File: config.mk
export PLATFORM = sky130hd
export DESIGN_NAME = ws2812_rx
export DESIGN_NICKNAME = d
export VERILOG_FILES = /design/src/rtl/ws2812_pkg.sv /design/src/rtl/ws2812_rx_sync.sv /design/src/rtl/ws2812_rx.sv
export SDC_FILE = /design/constraint.sdc
export NUM_CORES = 1
export LEC_CHECK = 0
export ABC_AREA = 1
export CAP_MARGIN = 20
export CORE_UTILIZATION = 58
export CTS_CLUSTER_SIZE = 14
export DETAILED_ROUTE_END_ITERATION = 7
export PLACE_DENSITY = 0.9
export SYNTH_ARGS = -nofsm -noshare
export SYNTH_HDL_FRONTEND = slang
export SYNTH_SLANG_ARGS = --single-unit
File: constraint.sdc
create_clock -name sys_clk -period 3.1 [get_ports sys_clk]
set_input_delay 0.62 -clock sys_clk [delete_from_list [all_inputs] [get_ports sys_clk]]
set_output_delay 0.62 -clock sys_clk [all_outputs]
set_load 0.005 [all_outputs]
File: src/rtl/ws2812_pkg.sv
// ws2812_pkg: shared WS2812 timing constants for a 50 MHz clock and receiver state encoding.
package ws2812_pkg;
    localparam int T0H_CYC   = 20;
    localparam int T1H_CYC   = 40;
    localparam int BIT_CYC   = 62;
    localparam int RESET_CYC = 2500;
    localparam int MAX_LEDS  = 64;

    typedef enum logic [1:0] {S_SYNC, S_LOW, S_HIGH} rx_state_t;

    function automatic logic [11:0] sat_inc12(input logic [11:0] v);
        return (&v) ? v : v + 12'd1;
    endfunction
endpackage

File: src/rtl/ws2812_rx_sync.sv
// ws2812_rx_sync: 2-FF synchronizer for the serial line with rise/fall strobes.
module ws2812_rx_sync (
    input  logic clk_i,
    input  logic rst_ni,
    input  logic d_i,
    output logic q_o,
    output logic rise_o,
    output logic fall_o
);
    logic [2:0] sh_q;

    always_ff @(posedge clk_i or negedge rst_ni) begin
        if (!rst_ni) sh_q <= '0;
        else         sh_q <= {sh_q[1:0], d_i};
    end

    assign q_o    = sh_q[1];
    assign rise_o = sh_q[1] & ~sh_q[2];
    assign fall_o = ~sh_q[1] & sh_q[2];
endmodule

File: src/rtl/ws2812_rx.sv
// ws2812_rx: WS2812 NRZ line decoder; classifies high pulses into bits, assembles
// MSB-first 24-bit pixel words and closes frames on the latch gap.
module ws2812_rx #(
    parameter int BIT_THRESH   = (ws2812_pkg::T0H_CYC + ws2812_pkg::T1H_CYC) / 2,
    parameter int MIN_HIGH     = 5,
    parameter int MAX_HIGH     = 75,
    parameter int RESET_CYCLES = ws2812_pkg::RESET_CYC,
    parameter int MAX_LEDS     = ws2812_pkg::MAX_LEDS
) (
    input  logic        sys_clk,
    input  logic        sys_rst_n,
    input  logic        led_data_in,
    output logic [23:0] pix_data,
    output logic [5:0]  pix_num,
    output logic        pix_valid,
    output logic        frame_done,
    output logic [6:0]  frame_len,
    output logic        err
);
    import ws2812_pkg::*;

    localparam logic [11:0] THRESH_C = 12'(BIT_THRESH);
    localparam logic [11:0] MIN_C    = 12'(MIN_HIGH);
    localparam logic [11:0] MAX_C    = 12'(MAX_HIGH);
    localparam logic [11:0] GAP_C    = 12'(RESET_CYCLES);
    localparam logic [6:0]  LEDS_C   = 7'(MAX_LEDS);

    rx_state_t   state_q;
    logic [11:0] hcnt_q, lcnt_q, hcnt_d, lcnt_d;
    logic [4:0]  bit_cnt_q;
    logic [6:0]  pix_cnt_q;
    logic [22:0] sr_q;
    logic [23:0] word_d;
    logic        line, rise, fall, bit_d, abort, gap_hit;

    ws2812_rx_sync u_sync (
        .clk_i  (sys_clk),
        .rst_ni (sys_rst_n),
        .d_i    (led_data_in),
        .q_o    (line),
        .rise_o (rise),
        .fall_o (fall)
    );

    assign hcnt_d  = sat_inc12(hcnt_q);
    assign lcnt_d  = sat_inc12(lcnt_q);
    assign bit_d   = hcnt_q >= THRESH_C;
    assign word_d  = {sr_q, bit_d};
    // Fires only on the cycle the low count steps onto the gap length.
    assign gap_hit = !line && lcnt_d == GAP_C && lcnt_q != GAP_C;
    assign abort   = state_q == S_HIGH && (fall ? hcnt_q < MIN_C : hcnt_d > MAX_C);

    always_ff @(posedge sys_clk or negedge sys_rst_n) begin
        if (!sys_rst_n) begin
            state_q    <= S_SYNC;
            hcnt_q     <= '0;
            lcnt_q     <= '0;
            bit_cnt_q  <= '0;
            pix_cnt_q  <= '0;
            sr_q       <= '0;
            pix_data   <= '0;
            pix_num    <= '0;
            pix_valid  <= 1'b0;
            frame_done <= 1'b0;
            frame_len  <= '0;
            err        <= 1'b0;
        end else begin
            pix_valid  <= 1'b0;
            frame_done <= 1'b0;
            err        <= 1'b0;
            if (abort) begin
                err       <= 1'b1;
                state_q   <= S_SYNC;
                lcnt_q    <= '0;
                bit_cnt_q <= '0;
                pix_cnt_q <= '0;
            end else begin
                case (state_q)
                    S_SYNC: begin
                        lcnt_q <= line ? '0 : lcnt_d;
                        if (gap_hit) state_q <= S_LOW;
                    end
                    S_LOW: begin
                        if (rise) begin
                            state_q <= S_HIGH;
                            hcnt_q  <= 12'd1;
                        end else begin
                            lcnt_q <= lcnt_d;
                            if (gap_hit) begin
                                err        <= bit_cnt_q != '0;
                                frame_done <= pix_cnt_q != '0;
                                if (pix_cnt_q != '0) frame_len <= pix_cnt_q;
                                bit_cnt_q  <= '0;
                                pix_cnt_q  <= '0;
                            end
                        end
                    end
                    S_HIGH: begin
                        if (fall) begin
                            state_q   <= S_LOW;
                            lcnt_q    <= '0;
                            sr_q      <= word_d[22:0];
                            bit_cnt_q <= (bit_cnt_q == 5'd23) ? '0 : bit_cnt_q + 5'd1;
                            if (bit_cnt_q == 5'd23) begin
                                if (pix_cnt_q == LEDS_C) begin
                                    err <= 1'b1;
                                end else begin
                                    pix_valid <= 1'b1;
                                    pix_data  <= word_d;
                                    pix_num   <= pix_cnt_q[5:0];
                                    pix_cnt_q <= pix_cnt_q + 7'd1;
                                end
                            end
                        end else begin
                            hcnt_q <= hcnt_d;
                        end
                    end
                    default: state_q <= S_SYNC;
                endcase
            end
        end
    end
endmodule

### Word-level counts from Yosys, hierarchy flattened

Cells that the tools add are included.

* shift operators: 0
* multipliers: 0
* equal/unequal tests: 15
* div/mod/pow operators: 0
* $add $sub $neg: 4
* reduce and logical (&&, ||, !) cells: 20
* bitwise operators: 7
* multiplexer cells: 45
* magnitude comparators: 3

Operators by type and width (number)
* $mux 12: 8
* $mux 7: 6
* $pmux 12 s3: 1
* $mux 5: 5
* $add 12x1->12 const B: 2
* $pmux 12 s2: 1
* $reduce_and 12->1: 2
* $ne 3x3->1 const B: 6
* $mux 1: 16
* $pmux 7 s2: 1
* $eq 12x12->1 const B: 1
* $ge 12x5->1 const B: 1
* $gt 12x7->1 const B: 1
* $lt 12x3->1 const B: 1
* $ne 12x12->1 const B: 1
* $pmux 5 s2: 1
* $reduce_and 5->1: 2
* $reduce_and 3->1: 3
* $mux 2: 4
* $reduce_and 4->1: 2
* $add 7x1->7 const B: 1
* $eq 7x7->1 const B: 1
* $reduce_bool 7->1: 1
* $pmux 2 s3: 1
* 17 further kinds: 25

* memory bits (writable): 0
* output and inout bits: 40
* input bits: 3
* memory bits (read-only): 0
* latch bits: 0
* register bits after elaboration: 104
* logic and storage cells: 107
* memories kept: 0

### Logic depth before layout (Yosys ltp)

* depth after elaboration: 9
* depth in mapped cells: 20
* depth with buffers taken out: 20

### Cells and area by module

Synthesis repeated with hierarchy kept, for this count alone.

* cell total of the unflattened synthesis: 667
* area total of the unflattened synthesis: 5693.0 um^2

Modules (own cells, without submodules)
* ws2812_rx: sequential area each 2527.4 um^2, times used 1, area each 5602.9 um^2, cells each 660
* ws2812_rx_sync: sequential area each 75.1 um^2, times used 1, area each 90.1 um^2, cells each 7

### Worst setup path after synthesis

No wires, ideal clock.

* kind: register -> register
* start: reg hcnt_q[1]
* end: reg bit_cnt_q[3]
* data arrival time: 2.177 ns
* setup time: 0.118 ns
* required time: 2.982 ns
* cell stages (with the launch flop): 18
* period minus slack after synthesis: 2.295 ns
* setup slack: 0.805 ns
* path buffers: 1
* cell sequence: dfrtp_1 > ha_1 > inv_2 > nor2_4 > nand3_2 > buf_6 > nand2_1 > nand2_1 > nand2_1 > nand2_1 > nand3_2 > nand2_2 > nand2_4 > nand2_4 > a21oi_4 > nand2_4 > nand2_1 > o21ai_2

* word-level cells in the longest chain between the ends: 7
* elaborated cells between the ends (all ways): 13
* those cells by class: 1 x add/sub; 2 x order compare; 3 x eq/ne; 3 x mux; 4 x reduce/logical

RTL lines
* start: declaration: RTL line ws2812_rx.sv:29 `logic [11:0] hcnt_q, lcnt_q, hcnt_d, lcnt_d;`
* start signal: assignment: RTL line ws2812_rx.sv:115 `hcnt_q <= hcnt_d;`
* $add 12x1->12 / $reduce_and 12->1 (equally long branches): RTL line ws2812_pkg.sv:12 `return (&v) ? v : v + 12'd1;`
* $mux 12: RTL line ws2812_pkg.sv:12
* $gt 12x7->1: RTL line ws2812_rx.sv:51 `assign abort = state_q == S_HIGH && (fall ? hcnt_q < MIN_C : hcnt_d > MAX_C);`
* $mux 1 *: RTL line ws2812_rx.sv:51
* $logic_and 1x1->1 *: RTL line ws2812_rx.sv:51
* $ne 3x3->1 (no source line) / $reduce_bool 3->1 (equally long branches)
* $reduce_and 4->1 (no source line)
* end signal: assignment: RTL line ws2812_rx.sv:103 `bit_cnt_q <= (bit_cnt_q == 5'd23) ? '0 : bit_cnt_q + 5'd1;`
* end: declaration: RTL line ws2812_rx.sv:30 `logic [4:0] bit_cnt_q;`

Every way passes the cells marked *; elsewhere a longest branch is shown, timed or not.
A chain may end at the register's enable or synchronous reset.

### Final worst setup path

* start: reg hcnt_q[1]
* end: reg pix_cnt_q[3]

* word-level cells in the longest chain between the ends: 7
* elaborated cells between the ends (all ways): 15
* those cells by class: 1 x add/sub; 2 x order compare; 5 x eq/ne; 3 x mux; 4 x reduce/logical

RTL lines
* $add 12x1->12 / $reduce_and 12->1 (equally long branches): RTL line ws2812_pkg.sv:12
* $mux 12: RTL line ws2812_pkg.sv:12
* $gt 12x7->1: RTL line ws2812_rx.sv:51
* $mux 1 *: RTL line ws2812_rx.sv:51
* $logic_and 1x1->1 *: RTL line ws2812_rx.sv:51
* $ne 3x3->1 (no source line) (tied with other cells)
* $reduce_and 6->1 (no source line)
* end signal: assignment: RTL line ws2812_rx.sv:111 `pix_cnt_q <= pix_cnt_q + 7'd1;`
* end: declaration: RTL line ws2812_rx.sv:31 `logic [6:0] pix_cnt_q;`

Marked as above.

==> metrics.txt <==
status=complete, but fails checks; IO buf count=42; sequential fraction of the synthesis area=49.0%; drt drc=8; Root Buffer=clkbuf_8; nets@finish=687; Slew Limit Fails=0; Post-synth ARST share=100%; final hold vios=0; Final ANT Viol Nets=0; total congestion overflow=0; Clock transition at path regs=0.11 ns; crit path max fanout=11; Clock power frac=36.5%; P&R area growth vs syn=13.7%; largest area contributor in the netlist=dfrtp_1; Clock Skews=0.0117 ns; ys flop type=dfrtp_1; largest net degree at the start of global routing=47; share of post-route cells with drive strength above 1=10.1%; total power=2.25 mW; final setup fails=0; CTS Hold Bufs=0; worst hold path type=input port to asynchronous set/reset pin; initial antenna violation count=0; Worst slew margin=56.2%; fin crit period=2.75 ns; arrival time at the worst endpoint=3.03 ns; sequential power share=60.6%; yosys warns=0; CTS tree=built; drt wl/cell=14.3 um; Yosys reg bits=104; cell count after synthesis=628; Clock Tree Buf Depth=2; Starting Density=60.3%; failing checks=design-rule violations; switching share of total power=24.9%; Synth cell types=40; Mapped Area=5310 um2; initial DRC count=212; routed vias/inst=5.53; most common cell after layout, fill and taps aside=nand2_1; Int Pwr=1.69 mW; Critical Path Start=hcnt_q[1]$_DFFE_PN0P_; CTS buffer count=9; setup TNS=0 ns; CTS H-tree depth=3; worst r2r src=hcnt_q[1]$_DFFE_PN0P_; die span in y=97.7 um; # rows=34; final period utilization=88.9%; most frequent cells in the layout=nand2_1 (171), dfrtp_1 (104), inv_1 (61); Worst Slack Setup Final=0.345 ns; worst slew pin tran=0.656 ns; Post-CTS Setup Bufs=0; Die W=97.7 um; drt pass-1 iters=7; leak pwr=2.82 nW; Post-DP Area=5850 um2; CTS sink cnt=104; I/O pins=43; Worst EP required=3.37 ns; Avg Inst Size Synth=8.46 um2; vias in the first global route=4,140; Max-Cap Viols=0; pwr dens=373 nW/um2; f_max=363 MHz; EDFF count, synth=0; DR vias=4,335; DP Wirelength=7850 um; final wirelength=11,200 um; final instance area=6040 um2; synth top area cells=dfrtp_1 (49%), nand2_1 (12%), inv_1 (4.3%); DP Worst Slack=0.452 ns; post-synth top area share=49.0%; Die ar.=9550 um2; gr usage total=24.9%; Clk Latency, worst-skew pair=0.38 ns; RSZ-0062 raised after global routing=no; # diodes=0; global-route wire length before repair=19,000 um; Comb power frac=2.9%; maximum vdd drop=0.000256 V; element type at the critical path start=register; P_sw=0.562 mW; nature of the critical path endpoint=register; Syn Nets=644; cts repair resizes=0; WS Path Type=register to register; CORE AREA=8810 um2; Final Wtd Congestion=0.883
[registers in the layout, summed over array words and instances (netlist names)]
register and cells:
pix_data 24, sr_q 23, hcnt_q 12, lcnt_q 12, frame_len 7, pix_cnt_q 7, pix_num 6, bit_cnt_q 5
u_sync.sh_q 3, state_q 2, err 1, frame_done 1, pix_valid 1
[layout make-up]
cell class	count	area, um2
clock buffer	10	128
clock inverter	6	62.6
fill	663	2770
inverter	67	251
multi-input combinational	441	2390
sequential	104	2600
tap	108	135
timing repair buffer	48	475
[power groups by stage]
| stage | logic (mW) | registers, mW | clock network, mW |
|---|---|---|---|
| final | 0.0651 | 1.37 | 0.822 |
| after global routing | 0.0754 | 1.37 | 0.886 |
| after CTS | 0.0662 | 1.37 | 0.835 |
| after detailed placement | 0.0662 | 1.39 | 0 |
| after global placement | 0.0639 | 1.39 | 0 |
| after floorplan | 0.0258 | 1.39 | 0 |
[layer usage]
layer / vias to the layer above / share of wire (%) / track usage [%]
met4: 0 / 2.0 / 9.67
met1: 2045 / 44 / 32.8
met5: - / 0 / 0
met3: 27 / 4.4 / 4.24
li1: 2130 / - / -
met2: 133 / 49 / 41.3
[kinds of logic (layout without fill, tap and decap cells)]
family	Yosys count	in the layout	share of synthesized area, %
and+or+nand+nor	317	317	26.9
DFF	104	104	49.0
buffers and inverters	83	131	6.26
AOI/OAI and AO/OA	82	82	9.32
xor gates and xnor gates	15	15	2.47
muxes	14	14	2.97
adders and majority gates	13	13	3.06
[synthesized netlist by cell type (3+ instances only)]
master,count
nand2_1,171
dfrtp_1,104
inv_1,61
nor2_1,61
nand3_1,31
o21ai_0,31
o21ai_1,21
nand4_1,19
o21a_1,16
mux2_2,14
ha_1,13
xor2_1,12
nor3_1,9
clkbuf_1,7
nand2_2,7
inv_2,6
buf_2,5
nand2_4,3
nand3_2,3
nor2_4,3
xnor2_1,3
[through the flow]
| stage | hold slack (ns) | std cells | utilization (%) |
|---|---|---|---|
| 6_report | 0.243 | 784 | 68.6 |
| 3_5_place_dp | 0.346 | 768 | 66.4 |
| 5_1_grt | 0.293 | 784 | 68.6 |
| 2_1_floorplan | 0.324 | 628 | - |
| 4_1_cts | 0.264 | 784 | 68.6 |
| 3_3_place_gp | 0.336 | 768 | 66.4 |
[worst paths after layout]
| kind | to | slack (ns) | depth (start not counted) |
|---|---|---|---|
| worst max register to register | pix_cnt_q[3]$_DFFE_PN0P_ | 0.35 | 16 |
| worst max-delay path | pix_cnt_q[3]$_DFFE_PN0P_ | 0.35 | 16 |
| max in group asynchronous | pix_num[0]$_DFFE_PN0P_ | 2.20 | 2 |
| worst min-delay path | lcnt_q[9]$_DFFE_PN0P_ | 0.24 | 1 |
| min in group sys_clk | u_sync.sh_q[1]$_DFF_PN0_ | 0.38 | 0 |
| worst min register to register | u_sync.sh_q[1]$_DFF_PN0_ | 0.38 | 0 |
[worst max-delay path, stage by stage (launching register included)]
cell and delay, ns:
dfrtp_1 0.47, ha_1 0.34, inv_2 0.07, nor2_4 0.15, nand3_2 0.20, nand2_1 0.15, nand2_1 0.05, nand2_1 0.06
nand2_1 0.05, nand3_2 0.10, nand2_2 0.08, nand2_4 0.09, nand2_4 0.11, a21oi_4 0.35, nand3_4 0.17, nand2_1 0.12
nand2_1 0.07
No activity file was read; power rests on OpenSTA's default activity.
